$ cat src/rtl/vedic_pkg.sv
// Shared definitions for the vedic multiplier and the multiply-accumulate stage.
package vedic_pkg;

  localparam int OP_W   = 4;
  localparam int PROD_W = 8;

  // Largest product of two 4-bit operands (15*15).
  localparam logic [PROD_W-1:0] MAX_PROD = 8'd225;

  typedef enum logic [1:0] {
    IDLE  = 2'd0,
    RUN   = 2'd1,
    DRAIN = 2'd2,
    DONE  = 2'd3
  } mac_state_t;

endpackage

$ cat src/rtl/vedicmult_4bit.sv
// 4x4 unsigned Vedic (Urdhva Tiryagbhyam) multiplier built from four 2x2 blocks.
module vedicmult_4bit
  import vedic_pkg::*;
(
  input  logic [OP_W-1:0]   a_i,
  input  logic [OP_W-1:0]   b_i,
  output logic [PROD_W-1:0] prod_o
);

  // 2x2 vertical-and-crosswise block: gate-level partial products and carries.
  function automatic logic [3:0] vm2(input logic [1:0] a, input logic [1:0] b);
    logic c1;
    c1  = (a[1] & b[0]) & (a[0] & b[1]);
    vm2 = {(a[1] & b[1]) & c1,
           (a[1] & b[1]) ^ c1,
           (a[1] & b[0]) ^ (a[0] & b[1]),
           a[0] & b[0]};
  endfunction

  logic [3:0] q0_s;
  logic [3:0] q1_s;
  logic [3:0] q2_s;
  logic [3:0] q3_s;

  assign q0_s = vm2(a_i[1:0], b_i[1:0]);
  assign q1_s = vm2(a_i[3:2], b_i[1:0]);
  assign q2_s = vm2(a_i[1:0], b_i[3:2]);
  assign q3_s = vm2(a_i[3:2], b_i[3:2]);

  assign prod_o = {4'd0, q0_s} + {2'd0, q1_s, 2'd0} + {2'd0, q2_s, 2'd0} + {q3_s, 4'd0};

endmodule

$ cat src/rtl/vedic_mac_4bit.sv
// Multiply-accumulate stage: LEN products summed into one dot-product result.
// Define VEDIC_MAC_SAT_EN to saturate the accumulator on carry-out instead of wrapping.
module vedic_mac_4bit
  import vedic_pkg::*;
#(
  parameter int ACC_W = 16,
  parameter int LEN   = 4
) (
  input  logic             clk,
  input  logic             rst,
  input  logic             in_valid,
  output logic             in_ready,
  input  logic [3:0]       in_a,
  input  logic [3:0]       in_b,
  output logic             out_valid,
  input  logic             out_ready,
  output logic [ACC_W-1:0] out_acc,
  output logic             out_ovf
);

  localparam logic [7:0] LEN_C = 8'(LEN);

  mac_state_t       state_q, state_d;
  logic [7:0]       cnt_q, cnt_d;
  logic [ACC_W-1:0] acc_q, acc_d;
  logic [ACC_W-1:0] prod_q, prod_d;
  logic             prod_v_q, prod_v_d;
  logic             ovf_q, ovf_d;
  logic             in_ready_q, in_ready_d;
  logic             out_valid_q, out_valid_d;
  logic [PROD_W-1:0] mult_s;
  logic [ACC_W:0]    sum_s;
  logic              accept_s;

  vedicmult_4bit u_mult (
    .a_i    (in_a),
    .b_i    (in_b),
    .prod_o (mult_s)
  );

  assign accept_s = in_valid && in_ready_q;
  assign sum_s    = {1'b0, acc_q} + {1'b0, prod_q};

  // Next-state, accumulator and handshake decode.
  always_comb begin
    state_d  = state_q;
    cnt_d    = cnt_q;
    acc_d    = acc_q;
    ovf_d    = ovf_q;
    prod_d   = prod_q;
    prod_v_d = 1'b0;

    if (prod_v_q) begin
      ovf_d = ovf_q | sum_s[ACC_W];
`ifdef VEDIC_MAC_SAT_EN
      // Once saturated, any further non-zero product carries again, so all-ones holds.
      if (sum_s[ACC_W]) begin
        acc_d = {ACC_W{1'b1}};
      end else begin
        acc_d = sum_s[ACC_W-1:0];
      end
`else
      acc_d = sum_s[ACC_W-1:0];
`endif
    end else begin
      acc_d = acc_q;
    end

    if (accept_s) begin
      prod_d   = ACC_W'(mult_s);
      prod_v_d = 1'b1;
      cnt_d    = cnt_q + 8'd1;
    end else begin
      prod_v_d = 1'b0;
    end

    case (state_q)
      IDLE: begin
        if (accept_s) begin
          state_d = (LEN_C == 8'd1) ? DRAIN : RUN;
        end else begin
          state_d = IDLE;
        end
      end
      RUN: begin
        if (accept_s && (cnt_d == LEN_C)) begin
          state_d = DRAIN;
        end else begin
          state_d = RUN;
        end
      end
      DRAIN: begin
        state_d = DONE;
      end
      DONE: begin
        if (out_ready) begin
          state_d = IDLE;
          acc_d   = {ACC_W{1'b0}};
          cnt_d   = 8'd0;
          ovf_d   = 1'b0;
        end else begin
          state_d = DONE;
        end
      end
      default: begin
        state_d = IDLE;
      end
    endcase

    in_ready_d  = (state_d == IDLE) || (state_d == RUN);
    out_valid_d = (state_d == DONE);
  end

  // State and datapath registers with synchronous reset.
  always_ff @(posedge clk) begin
    if (rst) begin
      state_q     <= IDLE;
      cnt_q       <= 8'd0;
      acc_q       <= {ACC_W{1'b0}};
      prod_q      <= {ACC_W{1'b0}};
      prod_v_q    <= 1'b0;
      ovf_q       <= 1'b0;
      in_ready_q  <= 1'b1;
      out_valid_q <= 1'b0;
    end else begin
      state_q     <= state_d;
      cnt_q       <= cnt_d;
      acc_q       <= acc_d;
      prod_q      <= prod_d;
      prod_v_q    <= prod_v_d;
      ovf_q       <= ovf_d;
      in_ready_q  <= in_ready_d;
      out_valid_q <= out_valid_d;
    end
  end

  assign in_ready  = in_ready_q;
  assign out_valid = out_valid_q;
  assign out_acc   = acc_q;
  assign out_ovf   = ovf_q;

endmodule

$ cat config.mk
export PLATFORM = sky130hd
export DESIGN_NAME = vedic_mac_4bit
export DESIGN_NICKNAME = d
export VERILOG_FILES = /design/src/rtl/vedic_pkg.sv /design/src/rtl/vedicmult_4bit.sv /design/src/rtl/vedic_mac_4bit.sv
export SDC_FILE = /design/constraint.sdc
export NUM_CORES = 1
export LEC_CHECK = 0
export BUFFER_PORTS_ARGS = -buffer_cell sky130_fd_sc_hd__buf_4
export CAP_MARGIN = 25
export CORE_ASPECT_RATIO = 1.2
export CORE_UTILIZATION = 45
export DETAILED_ROUTE_END_ITERATION = 10
export PLACE_DENSITY_LB_ADDON = 0.2
export SYNTH_ARGS = -nofsm -noshare
export SYNTH_HDL_FRONTEND = slang
export SYNTH_SLANG_ARGS = --single-unit
$ cat constraint.sdc
create_clock -name clk -period 3.3 [get_ports clk]
set_input_delay 0.33 -clock clk [delete_from_list [all_inputs] [get_ports clk]]
set_output_delay 0.33 -clock clk [all_outputs]
set_load 0.005 [all_outputs]
# == After elaboration in Yosys (flattened, before gate mapping) ==
# Index checks and enable logic that the tools add are counted.
# classes
add_sub_neg,5
mux,14
n_bitwise,33
reduce_logical,5
eq_ne,6
# ops
operator,n
$mux W16,3
$and A1 B1 Y1,24
$mux W8,3
$add A16 B8 Y17,1
$add A8 B1 Y8 const B,1
$add A8 B6 Y8,1
$add A8 B8 Y8,1
$eq A8 B3 Y1 const B,1
$pmux W2 S4,1
$xor A1 B1 Y1,8
$add A4 B6 Y7,1
$eq A2 B2 Y1 const B,3
$mux W1,5
$eq A2 B1 Y1 const B,2
$logic_not A2 Y1,2
$mux W2,2
$logic_and A1 B1 Y1,2
$logic_or A1 B1 Y1,1
$or A1 B1 Y1,1
# totals
inputBits,12
word_cells,71
regBits,38
out_inout_bits,19

# == Longest topological paths before layout ==
# Gate-level depths: netlist of the first run.
# depth
word_depth,8
mapped_depth,16
mapped_depth_nobuf,16

# == Hierarchy ==
# A second synthesis of the first run with hierarchy kept.
# hier_totals
cells_unflattened,273
area_unflattened_um2,2377.3
# by_module_without_submodules
module,seq_area_each_um2,n_inst,area_per_inst_um2,cells_per_inst
vedic_mac_4bit,760.7,1,1904.3,215
vedicmult_4bit,0.0,1,473.0,58

# == Least setup slack after synthesis of the first run ==
# No wires, ideal clock.
# synth_path
path_kind,input port to flip-flop
start,input port in_b[0]
end,register prod_q[7]
cell_stages,15
n_path_buf,0
setup_time_ps,86
t_required_ps,3214
t_arrival_ps,3244
slack_ps,-29
cell_sequence,and2_1 -> ha_1 -> ha_1 -> ha_1 -> inv_1 -> fa_1 -> xnor2_1 -> fa_1 -> inv_1 -> fa_1 -> inv_1 -> a21o_1 -> a21oi_1 -> xnor2_1 -> a211oi_1
# synth_via
elab_chain_len,6
word_cells_on_any_way,15
classes_between,3 x add/sub; 12 x bitwise
# synth_rtl
element,line,rtl
start: declaration,vedic_mac_4bit.sv:14,"input logic [3:0] in_b,"
$and A1 B1 Y1,"vedicmult_4bit.sv:13, vedicmult_4bit.sv:16",
$and A1 B1 Y1,vedicmult_4bit.sv:13,c1 = (a[1] & b[0]) & (a[0] & b[1]);
$xor A1 B1 Y1 or $and A1 B1 Y1 (tied branches),"vedicmult_4bit.sv:15, vedicmult_4bit.sv:14",
$add A4 B6 Y7 *,vedicmult_4bit.sv:30,"assign prod_o = {4'd0, q0_s} + {2'd0, q1_s, 2'd0} + {2'd0, q2_s, 2'd0} + {q3_s, 4'd0};"
$add A8 B6 Y8 *,vedicmult_4bit.sv:30,
$add A8 B8 Y8 *,vedicmult_4bit.sv:30,
end signal: assignment,vedic_mac_4bit.sv:120,prod_q <= {ACC_W{1'b0}};
end signal: assignment,vedic_mac_4bit.sv:129,prod_q <= prod_d;
end: declaration,vedic_mac_4bit.sv:26,"logic [ACC_W-1:0] prod_q, prod_d;"
# Mark *: on every way between the ends. The rest lies on a longest branch, timed or not.
# A chain may end at the register's enable or synchronous reset.

# == Worst setup path after layout of the first run ==
# Ends and elaborated chain as after synthesis.

==> results of run 1 <==
==> metal layers <==
metal,global-route usage [%],part of all wire [%],up-vias
li1,-,-,1063
met1,21.2,46,951
met2,33.0,50,39
met3,3.02,3.2,4
met4,8.37,1.4,0
met5,0,0,-
==> final timing paths <==
kind / start / endpoint / slack (ps) / cells after the start
worst min register to register: prod_q[3]$_SDFFE_PP0P_ / prod_q[3]$_SDFFE_PP0P_ / 460 / 2
worst max-delay path: in_b[0] / prod_q[7]$_SDFFE_PP0P_ / 250 / 16
worst max register to register: out_acc[0]$_SDFF_PP0_ / out_acc[14]$_SDFF_PP0_ / 1070 / 8
worst min-delay path: rst / prod_q[5]$_SDFFE_PP0P_ / 320 / 2
==> cells in the final DEF, fill, tap and decap left out, types with 3 or more instances in the layout <==
cell,netlist,final
inv_1,19,19
a21oi_1,25,25
o211ai_1,4,4
xor2_1,8,8
a211oi_1,3,3
o21ai_0,10,10
fa_1,6,4
ha_1,24,24
dfxtp_1,38,38
and2_1,16,16
clkbuf_8,0,5
nand2_1,32,32
xnor2_1,10,10
a21o_1,4,4
buf_4,0,36
nand3_1,5,5
o31ai_1,4,4
nand4_1,3,3
nor2b_1,5,5
a31oi_1,4,4
nand3b_1,7,7
or4_1,3,3
nor2_1,22,22
nand2b_1,3,3
==> stage by stage <==
step	total power, uW	util [%]	area [sq um]	setup TNS (ps)	setup slack, ps
floorplan	625	-	2420	0	30.7
global placement	675	54.3	2740	-282	-150
detailed placement	682	54.3	2740	-461	-238
CTS	1170	57.0	2880	0	75.9
global route	1210	57.0	2880	0	42.2
finish	1150	57.0	2880	0	251
==> critical path, stage by stage <==
cell and delay (ps):
buf_4 110, and2_1 150, ha_1 200, ha_1 270, ha_1 150, inv_1 50, fa_2 340, xnor2_1 140
fa_1 510, inv_1 70, fa_2 390, inv_1 60, a21o_1 100, a21oi_1 70, xnor2_1 120, a211oi_1 190
==> state kept, by name (all words and copies together) (netlist names) <==
signal and flops:
out_acc 16, cnt_q 8, prod_q 8, state_q 2, in_ready 1, out_ovf 1, out_valid 1, prod_v_q 1
==> area by class of cell <==
type,instances,area share (%)
multi-input cells,221,54.3
flip-flops and latches,38,26.4
inverters,19,2.48
well taps,60,2.61
repair buffers,36,9.39
clock inverters,3,2.39
clock buffers,5,2.39
==> what timing repair did <==
item,in CTS,in global routing
hold buffers,0,0
gates resized for setup,0,1
endpoints found under the setup margin,0,2
==> logic make-up after synthesis <==
group / synth area share [%]
flip-flops: 31.4
AND/OR/NAND/NOR: 21.8
AO/OA/AOI/OAI: 17.4
multiplexers: 1.29
adder cells (fa/ha/maj): 17.4
XOR/XNOR: 6.51
buffers and inverters: 4.24
==> synthesized netlist by cell type (5+ instances only) <==
master | count | area (sq um)
dfxtp_1 | 38 | 761
nand2_1 | 32 | 120
nand3b_1 | 7 | 52.6
ha_1 | 24 | 300
nand3_1 | 5 | 25.0
nor2_1 | 22 | 82.6
and2_1 | 16 | 100
xor2_1 | 8 | 70.1
inv_1 | 19 | 71.3
o21ai_0 | 10 | 50.1
fa_1 | 6 | 120
nor2b_1 | 5 | 31.3
a21oi_1 | 25 | 125
xnor2_1 | 10 | 87.6
clkbuf_1 | 6 | 22.5
==> power by group <==
part | leakage (uW) | internal, uW | switching [uW] | total [uW]
sequential | 0.000309 | 476 | 17.0 | 493
combinational | 0.000893 | 86.0 | 91.8 | 178
clock | 0.0000683 | 303 | 178 | 481
total | 0.00127 | 865 | 287 | 1150
==> impl_metrics.tcl, run 1 <==
set metrics [dict create \
    finClkSkew_ps 5.99 \
    grt_use_total_pct 18.5 \
    number_of_ports_placed_on_the_die_boundary 31 \
    fill_cells 485 \
    dieArea_sq_um 5680 \
    tritoncts "built" \
    vdd_drop_max_mv 0.245 \
    power.static_leakage_uw 0.00127 \
    drtIter0Drc 79 \
    finalHoldWorstSlack_ps 316 \
    timing.critical_path.arrival_ps 3260 \
    grt_antenna_before_repair 0 \
    worst_setup_path_start_kind "input port" \
    cts_inserted_buffers 5 \
    synth_seq_cells 38 \
    multiInputGateArea_sq_um 1560 \
    synth.net_count 328 \
    clock_latency_ps 290 \
    synth-edff-count 0 \
    grt_overflow 0 \
    die_x_um 69.0 \
    finalCritPeriodShare_pct 92.4 \
    status "finished, final reports clean" \
    postCtsSetupBuffers 0 \
    layout.cells.non_filler 382 \
    grt_max_degree 20 \
    finalSetupViolCount 0 \
    cts_h_tree_depth 2 \
    placedCellCount 374 \
    number_of_standard_cells_after_synthesis 286 \
    vias 2057 \
    n_antenna_cell 0 \
    async_flop_share_pct 0 \
    min_period_ps 3050 \
    area_growth_pct 18.9 \
    dp.final_hpwl_um 3710 \
    synth.lib_cells_used.distinct 45 \
    timing.max_slew.rel_slack_pct 62.5 \
    setup_repair_after_global_routing_missed_its_margin "no" \
    drt-pass1-iter-count 4 \
    post-route-drc-count 0 \
    crit_path_max_fanout 2 \
    regArea_sq_um 761 \
    critPathKind "input port to register" \
    clock.fmax_mhz 328 \
    report.final.hold_viol_count 0 \
    grt_pass1_vias 1882 \
    postRouteAntennaNets 0 \
    final_nets 363 \
    cts-root-to-sink-buffers 2 \
    hp-class "input port to register" \
    timing.max_cap.violations 0 \
    power_density_nw_per_um2 400 \
    timing_max_transition_violations_final 0 \
    core.rowCount 28 \
    synth_seq_area_share_pct 31.4 \
    syn-cell-area_sq_um 2420 \
    wire_per_inst_um 12.6 \
    endpoint_kind "register" \
    gp_congestion 0.785 \
    core_area_sq_um 5040 \
    most_used_flip_flop_cell_after_synthesis "dfxtp_1" \
    die_h_um 82.4 \
    grt_pass1_wl_um 7820 \
    critPathRequiredTime_ps 3510 \
    io_buffer_count 30 \
    synth_warnings 0 \
    finalWirelength_um 4830 \
    drive_gt1_share_pct 16.1 \
    clockRootBuffer "clkbuf_8" \
    worstMarginPinSlew_ps 562 \
    clkTransAtPathRegs_ps 80 \
    initial_util_pct 48.0 \
    tritoncts_num_sinks 38 \
    syn-mean-instance-area_sq_um 8.47 \
    via_per_inst 5.38 \
]
(Power assumes the default switching activity.)
==> inputs of run 2 (changes only) <==
--- a/config.mk
+++ b/config.mk
@@ -8,9 +8,10 @@
 export BUFFER_PORTS_ARGS = -buffer_cell sky130_fd_sc_hd__buf_4
 export CAP_MARGIN = 25
 export CORE_ASPECT_RATIO = 1.2
+export CORE_MARGIN = 4
 export CORE_UTILIZATION = 45
 export DETAILED_ROUTE_END_ITERATION = 10
-export PLACE_DENSITY_LB_ADDON = 0.2
+export PLACE_DENSITY_LB_ADDON = 0.25
 export SYNTH_ARGS = -nofsm -noshare
 export SYNTH_HDL_FRONTEND = slang
 export SYNTH_SLANG_ARGS = --single-unit
==> impl_metrics.tcl, run 2 (synthesis gave the netlist of run 1 again) <==
set metrics [dict create \
    vdd_drop_max_mv 0.172 \
    clkTransAtPathRegs_ps 70 \
    post-route-drc-count 0 \
    routed-wl-met2_um 2330 \
    placedCellCount 376 \
    number_of_ports_placed_on_the_die_boundary 31 \
    max_stage_delay_ps 510 \
    largest_reg_flops 16 \
    postCtsSetupBuffers 0 \
    cts_inserted_buffers 5 \
    top_layer_used "met4" \
    timing_max_transition_violations_final 0 \
    crit_path_cell_trace "buf_4, and2_1, ha_1, ha_1, ha_1, inv_1, fa_1, xnor2_1, fa_1, inv_1, fa_2, inv_1, a21o_1, a21oi_1, xnor2_1, a211oi_1" \
    worst_r2r_endpoint "out_acc[14]$_SDFF_PP0_" \
    status "finished, final reports clean" \
    drive_gt1_share_pct 15.6 \
    worstReg2RegStart "out_acc[0]$_SDFF_PP0_" \
    cts_h_tree_depth 2 \
    timing.hold.worst_endpoint "prod_q[0]$_SDFFE_PP0P_" \
    pre_cts_ws_ps -196 \
    tritoncts "built" \
    layout.cells.most_common "dfxtp_1" \
    dieArea_sq_um 6620 \
    final_area_sq_um 2850 \
    initial_util_pct 46.0 \
    mostFrequentLayoutCells "dfxtp_1, buf_4, nand2_1" \
    die_h_um 88.4 \
    io_buffer_count 30 \
    timing.max_cap.violations 0 \
    endpoint_kind "register" \
    fin_total_pwr_uw 1070 \
    gp_congestion 0.825 \
    vias 2052 \
    n_antenna_cell 0 \
    report.final.hold_viol_count 0 \
    clock.fmax_mhz 321 \
    hp-class "input port to register" \
    min_period_ps 3120 \
    final_nets 363 \
    power_density_nw_per_um2 374 \
    tritoncts_num_sinks 38 \
    cts.hold.buffers_added 0 \
    grt_pass1_wl_um 7730 \
    clock_latency_ps 280 \
    critPathRequiredTime_ps 3500 \
    grt_use_total_pct 14.9 \
    routed_length_on_met1_um 2010 \
    grt_pass1_vias 1800 \
    timing.reg2reg.worst_path_depth 8 \
    die_x_um 75.0 \
    finalHoldWorstSlack_ps 328 \
    finalSetupViolCount 0 \
    via_per_inst 5.36 \
    dp.final_hpwl_um 3630 \
    timing.max_slew.rel_slack_pct 63.7 \
    crit_path_max_fanout 2 \
    finClkSkew_ps 4.12 \
    core.rowCount 29 \
    setup_repair_after_global_routing_missed_its_margin "no" \
    hold_path_startpoint "rst" \
    worst_setup_path_start_kind "input port" \
    power.static_leakage_uw 0.00126 \
    core_area_sq_um 5260 \
    timing.critical_path.arrival_ps 3320 \
    cts_resized 0 \
    grt_overflow 0 \
    drt-pass1-iter-count 4 \
    fill_cells 493 \
    ff2ff_setup_slack_ps 1090 \
    critPathKind "input port to register" \
    met3WireLength_um 198 \
    finalCritPeriodShare_pct 94.5 \
    grt_antenna_before_repair 0 \
    post_dp_cell_area_sq_um 2740 \
    final_critical_path_setup_slack_ps 180 \
    cpMaxStageDelayCell "fa_1" \
    drtIter0Drc 44 \
    area_growth_pct 17.8 \
    grt_max_degree 20 \
    postRouteAntennaNets 0 \
    layout.cells.non_filler 383 \
    clockRootBuffer "clkbuf_8" \
    cts-root-to-sink-buffers 2 \
    worstMarginPinSlew_ps 543 \
    finalWirelength_um 4650 \
    wire_per_inst_um 12.1 \
    min_delay_path_depth 2 \
]
==> run 2: changes by cell type in the layout (fill, tap and decap cells not counted) <==
cell       previous run  this run
fa_2                  2         1
clkinv_4              1         0
clkbuf_8              5         6
fa_1                  4         5
bufinv_16             2         1
==> run 2: worst max path at each step <==
stage	from	endpoint	slack (ps)	cells past startpoint
after floorplan	in_b[0]	prod_q[7]$_SDFFE_PP0P_	30	15
after global placement	in_b[0]	prod_q[7]$_SDFFE_PP0P_	-150	16
after CTS	in_b[0]	prod_q[7]$_SDFFE_PP0P_	90	16
after global routing	in_b[0]	prod_q[7]$_SDFFE_PP0P_	20	16
after detailed placement	in_b[0]	prod_q[7]$_SDFFE_PP0P_	-200	16
final	in_b[0]	prod_q[7]$_SDFFE_PP0P_	180	16
==> run 2: area by class of cell <==
class | count | area [sq um] | area share, %
repair buffers | 36 | 270 | 9.47
well taps | 62 | 77.6 | 2.72
clock buffers | 6 | 82.6 | 2.89
clock inverters | 1 | 30.0 | 1.05
inverters | 19 | 71.3 | 2.50
flip-flops and latches | 38 | 761 | 26.7
multi-input cells | 221 | 1560 | 54.7
==> run 2: power breakdown <==
group	leakage [uW]	total, uW	switching [uW]	internal (uW)
Combinational	0.000892	175	89.4	85.2
Sequential	0.000309	492	16.3	476
Clock	0.0000573	399	158	242
Total	0.00126	1070	263	803
==> run 2: per-stage QoR <==
step                setup TNS, ps  utilization (%)
finish                          0             54.2
global route                    0             54.2
CTS                             0             54.2
detailed placement           -384             52.1
global placement             -272             52.1
floorplan                       0                -
==> run 2: metal layers <==
| layer | global-route usage (%) | vias up |
|---|---|---|
| met5 | 0 | - |
| met3 | 2.50 | 9 |
| li1 | - | 1068 |
| met1 | 18.0 | 929 |
| met2 | 25.6 | 46 |
| met4 | 6.80 | 0 |
==> run 2: worst max-delay path: cells and delay by family <==
kind	cells	cell delay [ps]
xor gates and xnor gates	2	270
and+or+nand+nor	1	150
buffers and inverters	4	290
adders and majority gates	6	1900
AOI/OAI and AO/OA	3	380
==> inputs of run 3 (changes only) <==
--- a/config.mk
+++ b/config.mk
@@ -14,4 +14,5 @@
 export PLACE_DENSITY_LB_ADDON = 0.25
 export SYNTH_ARGS = -nofsm -noshare
 export SYNTH_HDL_FRONTEND = slang
+export SYNTH_HIERARCHICAL = 1
 export SYNTH_SLANG_ARGS = --single-unit
==> impl_metrics.tcl, run 3 <==
set metrics [dict create \
    async_flop_share_pct 0 \
    fill_cells 482 \
    postCtsSetupBuffers 0 \
    timing.max_cap.violations 0 \
    number_of_ports_placed_on_the_die_boundary 31 \
    fin_total_pwr_uw 962 \
    synth_seq_cells 38 \
    yosysMostFrequentCell "dfxtp_1" \
    cts_inserted_buffers 5 \
    grt_max_degree 24 \
    status "finished, final reports clean" \
    clkTransAtPathRegs_ps 70 \
    finalSetupViolCount 0 \
    postRouteAntennaNets 0 \
    via_per_inst 5.20 \
    finalCritPeriodShare_pct 76.7 \
    synth.net_count 312 \
    power_density_nw_per_um2 354 \
    worst_setup_path_start_kind "input port" \
    timing_max_transition_violations_final 0 \
    timing.reg2reg.worst_path_depth 8 \
    syn-mean-instance-area_sq_um 8.71 \
    timing.critical_path.max_delay_family "adder cells" \
    hp-class "input port to register" \
    report.final.hold_viol_count 0 \
    yosysTopAreaCell "dfxtp_1" \
    min_delay_path_depth 2 \
    timing.critical_path.buf_inv 2 \
    post_synth_main_area_contributors "dfxtp_1, ha_1, xnor2_1, fa_1, nand2_1" \
    cts-root-to-sink-buffers 2 \
    synth_seq_area_share_pct 32.0 \
    syn-cell-area_sq_um 2380 \
    vias 1884 \
    synth_commonest_cells "dfxtp_1, nand2_1, nor2_1" \
    cpMaxStageDelayCell "fa_1" \
    timing.max_slew.rel_slack_pct 59.3 \
    io_buffer_count 30 \
    cts_h_tree_depth 2 \
    ff2ff_setup_slack_ps 1180 \
    clockRootBuffer "clkbuf_8" \
    die_x_um 74.4 \
    yosys-mux-area-fraction_pct 2.53 \
    core_area_sq_um 5010 \
    drtIter0Drc 72 \
    grt_overflow 0 \
    hold_path_startpoint "rst" \
    cts_resized 0 \
    final_nets 341 \
    setup_repair_after_global_routing_missed_its_margin "no" \
    post-route-drc-count 0 \
    synth-edff-count 0 \
    critPathKind "input port to register" \
    crit_path_max_fanout 4 \
    final.setup.tns_ps 0 \
    clock_latency_ps 290 \
    min_period_ps 2530 \
    dieArea_sq_um 6510 \
    largest_family_of_logic_cells_by_synthesized_area "simple AND/OR/NAND/NOR gates" \
    power.static_leakage_uw 0.00120 \
    vdd_drop_max_mv 0.123 \
    cts.hold.buffers_added 0 \
    finalWirelength_um 4490 \
    number_of_standard_cells_after_synthesis 273 \
    largest_reg_flops 16 \
    max_stage_delay_ps 520 \
    drive_gt1_share_pct 16.2 \
    grt_pass1_vias 1763 \
    timing.critical_path.arrival_ps 2750 \
    layout.cells.most_common "dfxtp_1" \
    worstReg2RegStart "out_acc[0]$_SDFF_PP0_" \
    synthXorXnorAreaFrac_pct 8.84 \
    finClkSkew_ps 3.54 \
    initial_util_pct 47.5 \
    synth_warnings 6 \
    critPathRequiredTime_ps 3520 \
    mostFrequentLayoutCells "dfxtp_1, nand2_1, buf_4" \
    endpoint_kind "register" \
    wire_per_inst_um 12.4 \
    synth-compound-area-share_pct 14.7 \
    dp.final_hpwl_um 3590 \
    grt_antenna_before_repair 0 \
    clock.fmax_mhz 395 \
    drt-pass1-iter-count 4 \
    core.rowCount 28 \
    area_growth_pct 14.2 \
    most_used_flip_flop_cell_after_synthesis "dfxtp_1" \
    timing.hold.worst_endpoint "prod_q[2]$_SDFFE_PP0P_" \
    die_h_um 87.6 \
    synth.lib_cells_used.distinct 45 \
    synth_fa_ha_area_share_pct 16.1 \
    crit_path_cell_trace "buf_4, and2_1, ha_1, ha_1, inv_1, fa_1, fa_1, nand2b_1, a21oi_2, xor2_1, nand2_1, a21oi_1" \
    worstMarginPinSlew_ps 610 \
    tritoncts_num_sinks 38 \
    n_antenna_cell 0 \
    gp_congestion 0.866 \
    grt_use_total_pct 15.2 \
    worst_r2r_endpoint "out_acc[10]$_SDFF_PP0_" \
    synth.top_cell.area_share_pct 32.0 \
    grt_pass1_wl_um 7710 \
    tritoncts "built" \
    synth_simple_gate_area_share_pct 20.9 \
]
[run 3: changes by cell type in the layout (fill, tap and decap cells not counted), sizes merged, moves of 4 or more]
cell and delta:
nand3b -6, o211ai -4, o21ai -5, xnor2 +7, nor2b -4, buf -6, mux2i +4
[run 3: cell type report]
| cell class | instances | area [sq um] | area share [%] |
|---|---|---|---|
| multi-input combinational | 206 | 1500 | 55.2 |
| sequential | 38 | 761 | 28.0 |
| timing repair buffer | 30 | 225 | 8.29 |
| inverter | 21 | 78.8 | 2.90 |
| clock buffer | 7 | 76.3 | 2.81 |
| tap | 60 | 75.1 | 2.76 |
[run 3: worst max-delay path by stage]
stage	startpoint	endpoint	slack, ps	cells after the start
global route	in_b[0]	prod_q[7]$_SDFFE_PP0P_	580	12
CTS	in_b[0]	prod_q[7]$_SDFFE_PP0P_	760	12
floorplan	in_b[0]	prod_q[7]$_SDFFE_PP0P_	720	11
finish	in_b[0]	prod_q[7]$_SDFFE_PP0P_	770	12
global placement	in_b[0]	prod_q[7]$_SDFFE_PP0P_	550	12
detailed placement	in_b[0]	prod_q[7]$_SDFFE_PP0P_	460	12
[run 3: power breakdown]
part           internal (uW)  total (uW)  switching [uW]  leakage, uW
sequential               476         494            18.5     0.000309
clock                    145         296             151    0.0000383
combinational           80.8         171            90.5     0.000854
total                    702         962             260      0.00120
[run 3: cells by family after synthesis]
logic type                 after synthesis
AOI/OAI and AO/OA                       50
xor gates and xnor gates                24
adders and majority gates               27
buffers and inverters                   29
DFF                                     38
muxes                                    6
and+or+nand+nor                         99
[run 3: layer usage]
metal | GRT usage [%] | vias to the layer above | wire [um]
li1 | - | 976 | -
met1 | 17.1 | 865 | 1940
met2 | 26.7 | 37 | 2220
met3 | 4.02 | 6 | 238
met4 | 6.80 | 0 | 99
met5 | 0 | - | 0
[run 3: through the flow]
stage / hold slack, ps / area, sq um / util [%] / instances / worst slack, ps
2_1_floorplan: 440 / 2380 / - / 273 / 719
3_3_place_gp: 456 / 2640 / 52.7 / 355 / 545
3_5_place_dp: 461 / 2640 / 52.7 / 355 / 458
4_1_cts: 293 / 2720 / 54.2 / 362 / 760
5_1_grt: 297 / 2720 / 54.2 / 362 / 582
6_report: 303 / 2720 / 54.2 / 362 / 770
